### config.mk
export PLATFORM = sky130hd
export DESIGN_NAME = alu_mdu
export DESIGN_NICKNAME = d
export VERILOG_FILES = /design/src/rtl/alu_mdu.sv
export SDC_FILE = /design/constraint.sdc
export NUM_CORES = 1
export LEC_CHECK = 0
export BUFFER_PORTS_ARGS = -buffer_cell sky130_fd_sc_hd__buf_2
export CELL_PAD_IN_SITES_DETAIL_PLACEMENT = 0
export CELL_PAD_IN_SITES_GLOBAL_PLACEMENT = 1
export CORE_MARGIN = 4
export CORE_UTILIZATION = 45
export CTS_CLUSTER_SIZE = 10
export DETAILED_ROUTE_END_ITERATION = 16
export MAX_ROUTING_LAYER = met4
export PLACE_DENSITY_LB_ADDON = 0.1
export REMOVE_ABC_BUFFERS = 1
export SLEW_MARGIN = 30
export SYNTH_ARGS = -nofsm -noshare
export SYNTH_HDL_FRONTEND = slang
export SYNTH_SLANG_ARGS = --single-unit
### constraint.sdc
create_clock -name clk -period 4.55 [get_ports clk]
set_clock_uncertainty 0.05 [all_clocks]
set_input_delay 0.91 -clock clk [delete_from_list [all_inputs] [get_ports clk]]
set_output_delay 0.91 -clock clk [all_outputs]
set_load 0.02 [all_outputs]
### src/rtl/alu_mdu.sv
// Iterative RV32M multiply/divide unit: shift-add multiply, restoring divide,
// Start/Ready handshake, one-cycle Done pulse, registered Result/Zero and Kill abort.
module alu_mdu #(
  parameter int DATA_WIDTH = 32,
  parameter int OP_WIDTH   = 3,
  parameter int CNT_WIDTH  = $clog2(DATA_WIDTH) + 1
) (
  input  logic                  clk,
  input  logic                  rst,
  input  logic                  Start,
  input  logic                  Kill,
  input  logic [OP_WIDTH-1:0]   MDUOp,
  input  logic [DATA_WIDTH-1:0] SrcA,
  input  logic [DATA_WIDTH-1:0] SrcB,
  output logic                  Ready,
  output logic                  Busy,
  output logic                  Done,
  output logic [DATA_WIDTH-1:0] Result,
  output logic                  Zero
);
  localparam int W = DATA_WIDTH;
  localparam logic [W-1:0] MOST_NEG = {1'b1, {(W-1){1'b0}}};
  localparam logic [CNT_WIDTH-1:0] LAST_ITER = CNT_WIDTH'(W - 1);

  typedef enum logic [1:0] {S_IDLE, S_CALC, S_FIX, S_DONE} state_t;

  state_t                state_q, state_d;
  logic [OP_WIDTH-1:0]   op_q, op_d;
  logic                  neg_q, neg_d;
  logic [W-1:0]          b_mag_q, b_mag_d;
  logic [2*W-1:0]        acc_q, acc_d;
  logic [W:0]            rem_q, rem_d;
  logic [CNT_WIDTH-1:0]  cnt_q, cnt_d;
  logic [W-1:0]          result_q, result_d;
  logic                  zero_q, zero_d;

  logic           accept, in_div, sign_a, sign_b, b_zero, ovf, fast;
  logic [W-1:0]   a_mag, b_mag, fast_val, fix_val, quo, remv;
  logic [2*W-1:0] prod;
  logic [W:0]     shifted, sum;

  // Operand decode for the incoming request
  always_comb begin
    in_div   = MDUOp[2];
    sign_a   = SrcA[W-1] & (in_div ? ~MDUOp[0] : (MDUOp[1:0] != 2'b11));
    sign_b   = SrcB[W-1] & (in_div ? ~MDUOp[0] : ~MDUOp[1]);
    a_mag    = sign_a ? -SrcA : SrcA;
    b_mag    = sign_b ? -SrcB : SrcB;
    b_zero   = (SrcB == '0);
    ovf      = in_div && !MDUOp[0] && (SrcA == MOST_NEG) && (SrcB == '1);
    fast     = in_div && (b_zero || ovf);
    fast_val = b_zero ? (MDUOp[1] ? SrcA : '1) : (MDUOp[1] ? '0 : SrcA);
    accept   = Start && Ready && !Kill;
  end

  // Sign correction and field select for the FIX cycle
  always_comb begin
    prod = neg_q ? -acc_q : acc_q;
    quo  = neg_q ? -acc_q[W-1:0] : acc_q[W-1:0];
    remv = neg_q ? -rem_q[W-1:0] : rem_q[W-1:0];
    if (op_q[2])
      fix_val = op_q[1] ? remv : quo;
    else
      fix_val = (op_q[1:0] == 2'b00) ? prod[W-1:0] : prod[2*W-1:W];
  end

  always_comb begin
    state_d = state_q;
    if (Kill) state_d = S_IDLE;
    else begin
      case (state_q)
        S_IDLE, S_DONE: state_d = Start ? (fast ? S_DONE : S_CALC) : S_IDLE;
        S_CALC:         if (cnt_q == LAST_ITER) state_d = S_FIX;
        S_FIX:          state_d = S_DONE;
        default:        state_d = S_IDLE;
      endcase
    end
  end

  always_comb begin
    Ready = (state_q == S_IDLE) || (state_q == S_DONE);
    Busy  = (state_q == S_CALC) || (state_q == S_FIX);
    Done  = (state_q == S_DONE);
  end

  always_comb begin
    op_d     = op_q;
    neg_d    = neg_q;
    b_mag_d  = b_mag_q;
    acc_d    = acc_q;
    rem_d    = rem_q;
    cnt_d    = cnt_q;
    result_d = result_q;
    zero_d   = zero_q;
    shifted  = {rem_q[W-1:0], acc_q[W-1]};
    sum      = {1'b0, acc_q[2*W-1:W]} + ({(W+1){acc_q[0]}} & {1'b0, b_mag_q});
    if (accept) begin
      op_d    = MDUOp;
      neg_d   = (in_div && MDUOp[1]) ? sign_a : (sign_a ^ sign_b);
      b_mag_d = b_mag;
      acc_d   = {{W{1'b0}}, a_mag};
      rem_d   = '0;
      cnt_d   = '0;
      if (fast) begin
        result_d = fast_val;
        zero_d   = (fast_val == '0);
      end
    end else if (state_q == S_CALC) begin
      cnt_d = cnt_q + 1'b1;
      if (op_q[2]) begin
        // Restoring step: dividend bits shift from the accumulator low half
        if (shifted >= {1'b0, b_mag_q}) begin
          rem_d = shifted - {1'b0, b_mag_q};
          acc_d = {acc_q[2*W-1:W], acc_q[W-2:0], 1'b1};
        end else begin
          rem_d = shifted;
          acc_d = {acc_q[2*W-1:W], acc_q[W-2:0], 1'b0};
        end
      end else begin
        acc_d = {sum, acc_q[W-1:1]};
      end
    end else if (state_q == S_FIX && !Kill) begin
      result_d = fix_val;
      zero_d   = (fix_val == '0);
    end
  end

  always_ff @(posedge clk or posedge rst) begin
    if (rst) begin
      state_q  <= S_IDLE;
      cnt_q    <= '0;
      result_q <= '0;
      zero_q   <= 1'b1;
    end else begin
      state_q  <= state_d;
      cnt_q    <= cnt_d;
      result_q <= result_d;
      zero_q   <= zero_d;
    end
  end

  always_ff @(posedge clk) begin
    op_q    <= op_d;
    neg_q   <= neg_d;
    b_mag_q <= b_mag_d;
    acc_q   <= acc_d;
    rem_q   <= rem_d;
  end

  assign Result = result_q;
  assign Zero   = zero_q;
endmodule

==> metrics.md <==
| Metric | Value |
|---|---|
| Antenna Nets Post-Route | 0 |
| Seq/Total Area, Yosys | 28.0% |
| Synth unique cells | 86 |
| Mapped Cells | 2,012 |
| Starting Density | between 40 and 50% |
| IO Count | about 110 |
| Top cells by area, synth | edfxtp_1 (13%), dfxtp_1 (8.2%), dfrtp_1 (6.4%) |
| FF-to-FF Start | acc_q[11] |
| Critical path class | reg -> reg |
| Worst Path Buf+Inv | 1 |
| Critical Path End Type | flop |
| Commonest cells after routing, fill and taps aside | nand2_1 (253), nor2_1 (179), o21ai_0 (167) |
| Filler Cell Count | roughly 3,300 |
| FF-to-FF path depth | 11 |
| Critical Path End | Zero |
| # DRC | 0 |
| Final Critical Period | 4310 ps |
| Syn Std Cell Area | between 15,000 and 20,000 um^2 |
| Core Area | about 34,000 um^2 |
| Seq cells post-synth | between 150 and 200 |
| Non-filler instance count after layout | 2,553 |
| Clock root buffer | clkbuf_16 |
| Async S/R FF share, synth | between 20% and 30% |
| Cell family with most CP delay | simple AND/OR/NAND/NOR gates |
| Achievable Freq | 0.232 GHz |
| Clock Pin Slew Worst Setup and Hold Paths | roughly 80 ps |
| Cts-stage hold buffer count | 0 |
| H-tree depth | 4 |
| Final Hold Viols | 0 |
| Nets | 2,237 |
| Yosys top cell area share | about an eighth |
| Synth warn | 0 |
| Sink Count | 173 |
| Total negative slack | 0 ps |
| Worst path depth | 11 |
| WL final | roughly 59 mm |
| Peak supply drop | ~0.60 mV |
| RSZ-0062 raised after global routing | no |
| Worst path arrival time | between 4000 and 5000 ps |
| Worst reg2reg path endpoint | Zero |
| Fin crit share | 94.7% |
| Clock insertion delay at the later pin of the skew report | 470 ps |
| Commonest non-fill, non-tap cell in the layout | nand2_1 |
| Yosys top cell by area | edfxtp_1 |
| Starting DRT DRC Count | around 1,700 |
| Hold Crit Class | reg -> reg |
| Launch point of the worst path | acc_q[11] |
| Prevailing post-synth register cell | edfxtp_1 |
| Placer Congestion | ~1 |
| Final Slew Violations | 0 |
| Setup violators final | 0 |
| Die Span X | a little under 200 um |
| Vias per cell | ~6.3 |
| Post-synth EDFFs | 68 |
| Row count | between 60 and 70 |
| Ratio of cells with drive above 1 in the final layout | 12.3% |
| Pwr Density | 707 nW/um^2 |
| Die Area | about 38,000 um^2 |
| TritonCTS clock tree | done |
| R2r setup slk | roughly 240 ps |
| Area delta synth->final | 11.7% |
| Gr usage total | between 30% and 40% |
| Initial antenna violation count | 1 |
| Die height | 194 um |
| Critical-path cell list | nor4_1 -> nand3_1 -> buf_4 -> o41ai_1 -> xor2_1 -> a221o_1 -> nand2_1 -> or4_1 -> nor4_1 -> and3_1 -> a21bo_1 |
| Detailed placement HPWL | 45.7 mm |
| Clk buf depth | 2 |
| Grt ovf | 0 |
| Hold_ws | about 440 ps |
| Inst Count DP | between 2,000 and 3,000 |
| Static Leak | around 7 nW |
| Fin area | approximately 17,000 um^2 |
| Placement Cell Area | between 15,000 and 20,000 um^2 |
| IO buf count | 106 |
| Slowest Stage Delay on Critical Path | 830 ps |
| TritonRoute pass-1 iters | 6 |
| Slew @ Worst Pin | 914 ps |
| CTS buffer count | 17 |
| Vias after detailed routing | between 15,000 and 20,000 |
| Average size of a mapped cell | about 7.7 um^2 |
| WL/cell | around 23 um |
| Critical path peak fanout | 6 |
| Type of origin of the critical path | flop |
| Most used cell, CP | nor4_1 |
| MaxCap Viol Count | 0 |
| Slowest-stage cell, CP | nor4_1 |
| Status | finished clean |
| Final Util | a little over 50% |
| Global-route wire length before repair | just under 90 mm |
| Vias in the first global route | 14,700 |
| Slew margin rel. | between 30% and 40% |
| Req. time, crit path | a little under 5000 ps |
| Largest net degree at the start of global routing | between 50 and 60 |
layer usage:
metal | vias up | track usage (%) | part of all wire, %
li1 | 7543 | - | -
met1 | 7756 | 45.0 | 46
met2 | 648 | 46.1 | 43
met3 | 67 | 4.33 | 8.0
met4 | 0 | 7.60 | 2.1
met5 | - | - | 0
sequential cells by signal (all words and copies together) (netlist names):
name	cells
acc_q	64
Result	32
b_mag_q	32
rem_q	32
cnt_q	6
op_q	3
state_q	2
Zero	1
neg_q	1
worst register-to-register path, cell delays in order, from the launching register on:
cell      delay (ps)
edfxtp_1         520
nor4_1           830
nand3_1          250
buf_4            230
o41ai_1          830
xor2_1           200
a221o_1          250
nand2_1           60
or4_1            540
nor4_1           210
and3_1           190
a21bo_1          110
cell usage after synthesis, types with 26 or more instances:
| cell | number |
|---|---|
| or4_1 | 26 |
| nand2_1 | 253 |
| o31ai_1 | 32 |
| xor2_1 | 80 |
| nor2_1 | 180 |
| a21oi_1 | 155 |
| xnor2_1 | 92 |
| o21ai_0 | 167 |
| edfxtp_1 | 68 |
| nor4_1 | 29 |
| clkbuf_1 | 98 |
| ha_1 | 73 |
| a31oi_1 | 44 |
| dfxtp_1 | 64 |
| o211ai_1 | 27 |
| or3_1 | 39 |
| mux2i_1 | 45 |
| nand4_1 | 30 |
| nor3_1 | 48 |
| nand3_1 | 40 |
| inv_1 | 69 |
| dfrtp_1 | 40 |
cell type report:
cell class | instances | area, um^2 | share of cell area [%]
flip-flops and latches | 173 | 4350 | 25.1
clock buffers | 18 | 429 | 2.47
repair buffers | 173 | 1060 | 6.10
diodes | 1 | 2.50 | 0.0144
clock inverters | 14 | 158 | 0.908
multi-input cells | 1654 | 10500 | 60.6
inverters | 72 | 279 | 1.61
well taps | 448 | 561 | 3.23
stage by stage:
step / worst slack (ps) / total power, mW
after CTS: 292 / 12.1
after detailed placement: 319 / 10.5
after floorplan: -2890 / 7.93
after global routing: 25.2 / 13.1
final: 239 / 12.3
after global placement: 288 / 10.5
logic make-up (layout without fill, tap and decap cells):
logic type               count (synthesis)  in the layout  synth area share (%)
other                                    0              1                     0
XOR/XNOR                               172            172                  9.70
adder cells (fa/ha/maj)                 75             75                  6.14
multiplexers                            56             56                  3.77
buffers and inverters                  185            277                  4.54
AO/OA/AOI/OAI                          596            596                  24.3
flip-flops                             173            173                  28.0
AND/OR/NAND/NOR                        755            755                  23.6
worst min path at each step:
| stage | depth (start not counted) | end | start |
|---|---|---|---|
| 2_1_floorplan | 2 | acc_q[48] | acc_q[48] |
| 3_3_place_gp | 1 | Result[9] | Result[9] |
| 3_5_place_dp | 1 | Result[9] | Result[9] |
| 4_1_cts | 1 | Result[9] | Result[9] |
| 5_1_grt | 1 | Result[14] | Result[14] |
| 6_report | 1 | Result[20] | Result[20] |
timing repair:
item / CTS / global route
setup buffers: 0 / 4
endpoints found under the setup margin: 0 / 1
gates resized for setup: 0 / 2
power by group:
part | internal (mW) | switching, mW
registers | 2.38 | 0.941
clock network | 0.818 | 0.708
logic | 2.73 | 4.68
total | 5.93 | 6.33
No activity file was read; power rests on OpenSTA's default activity.
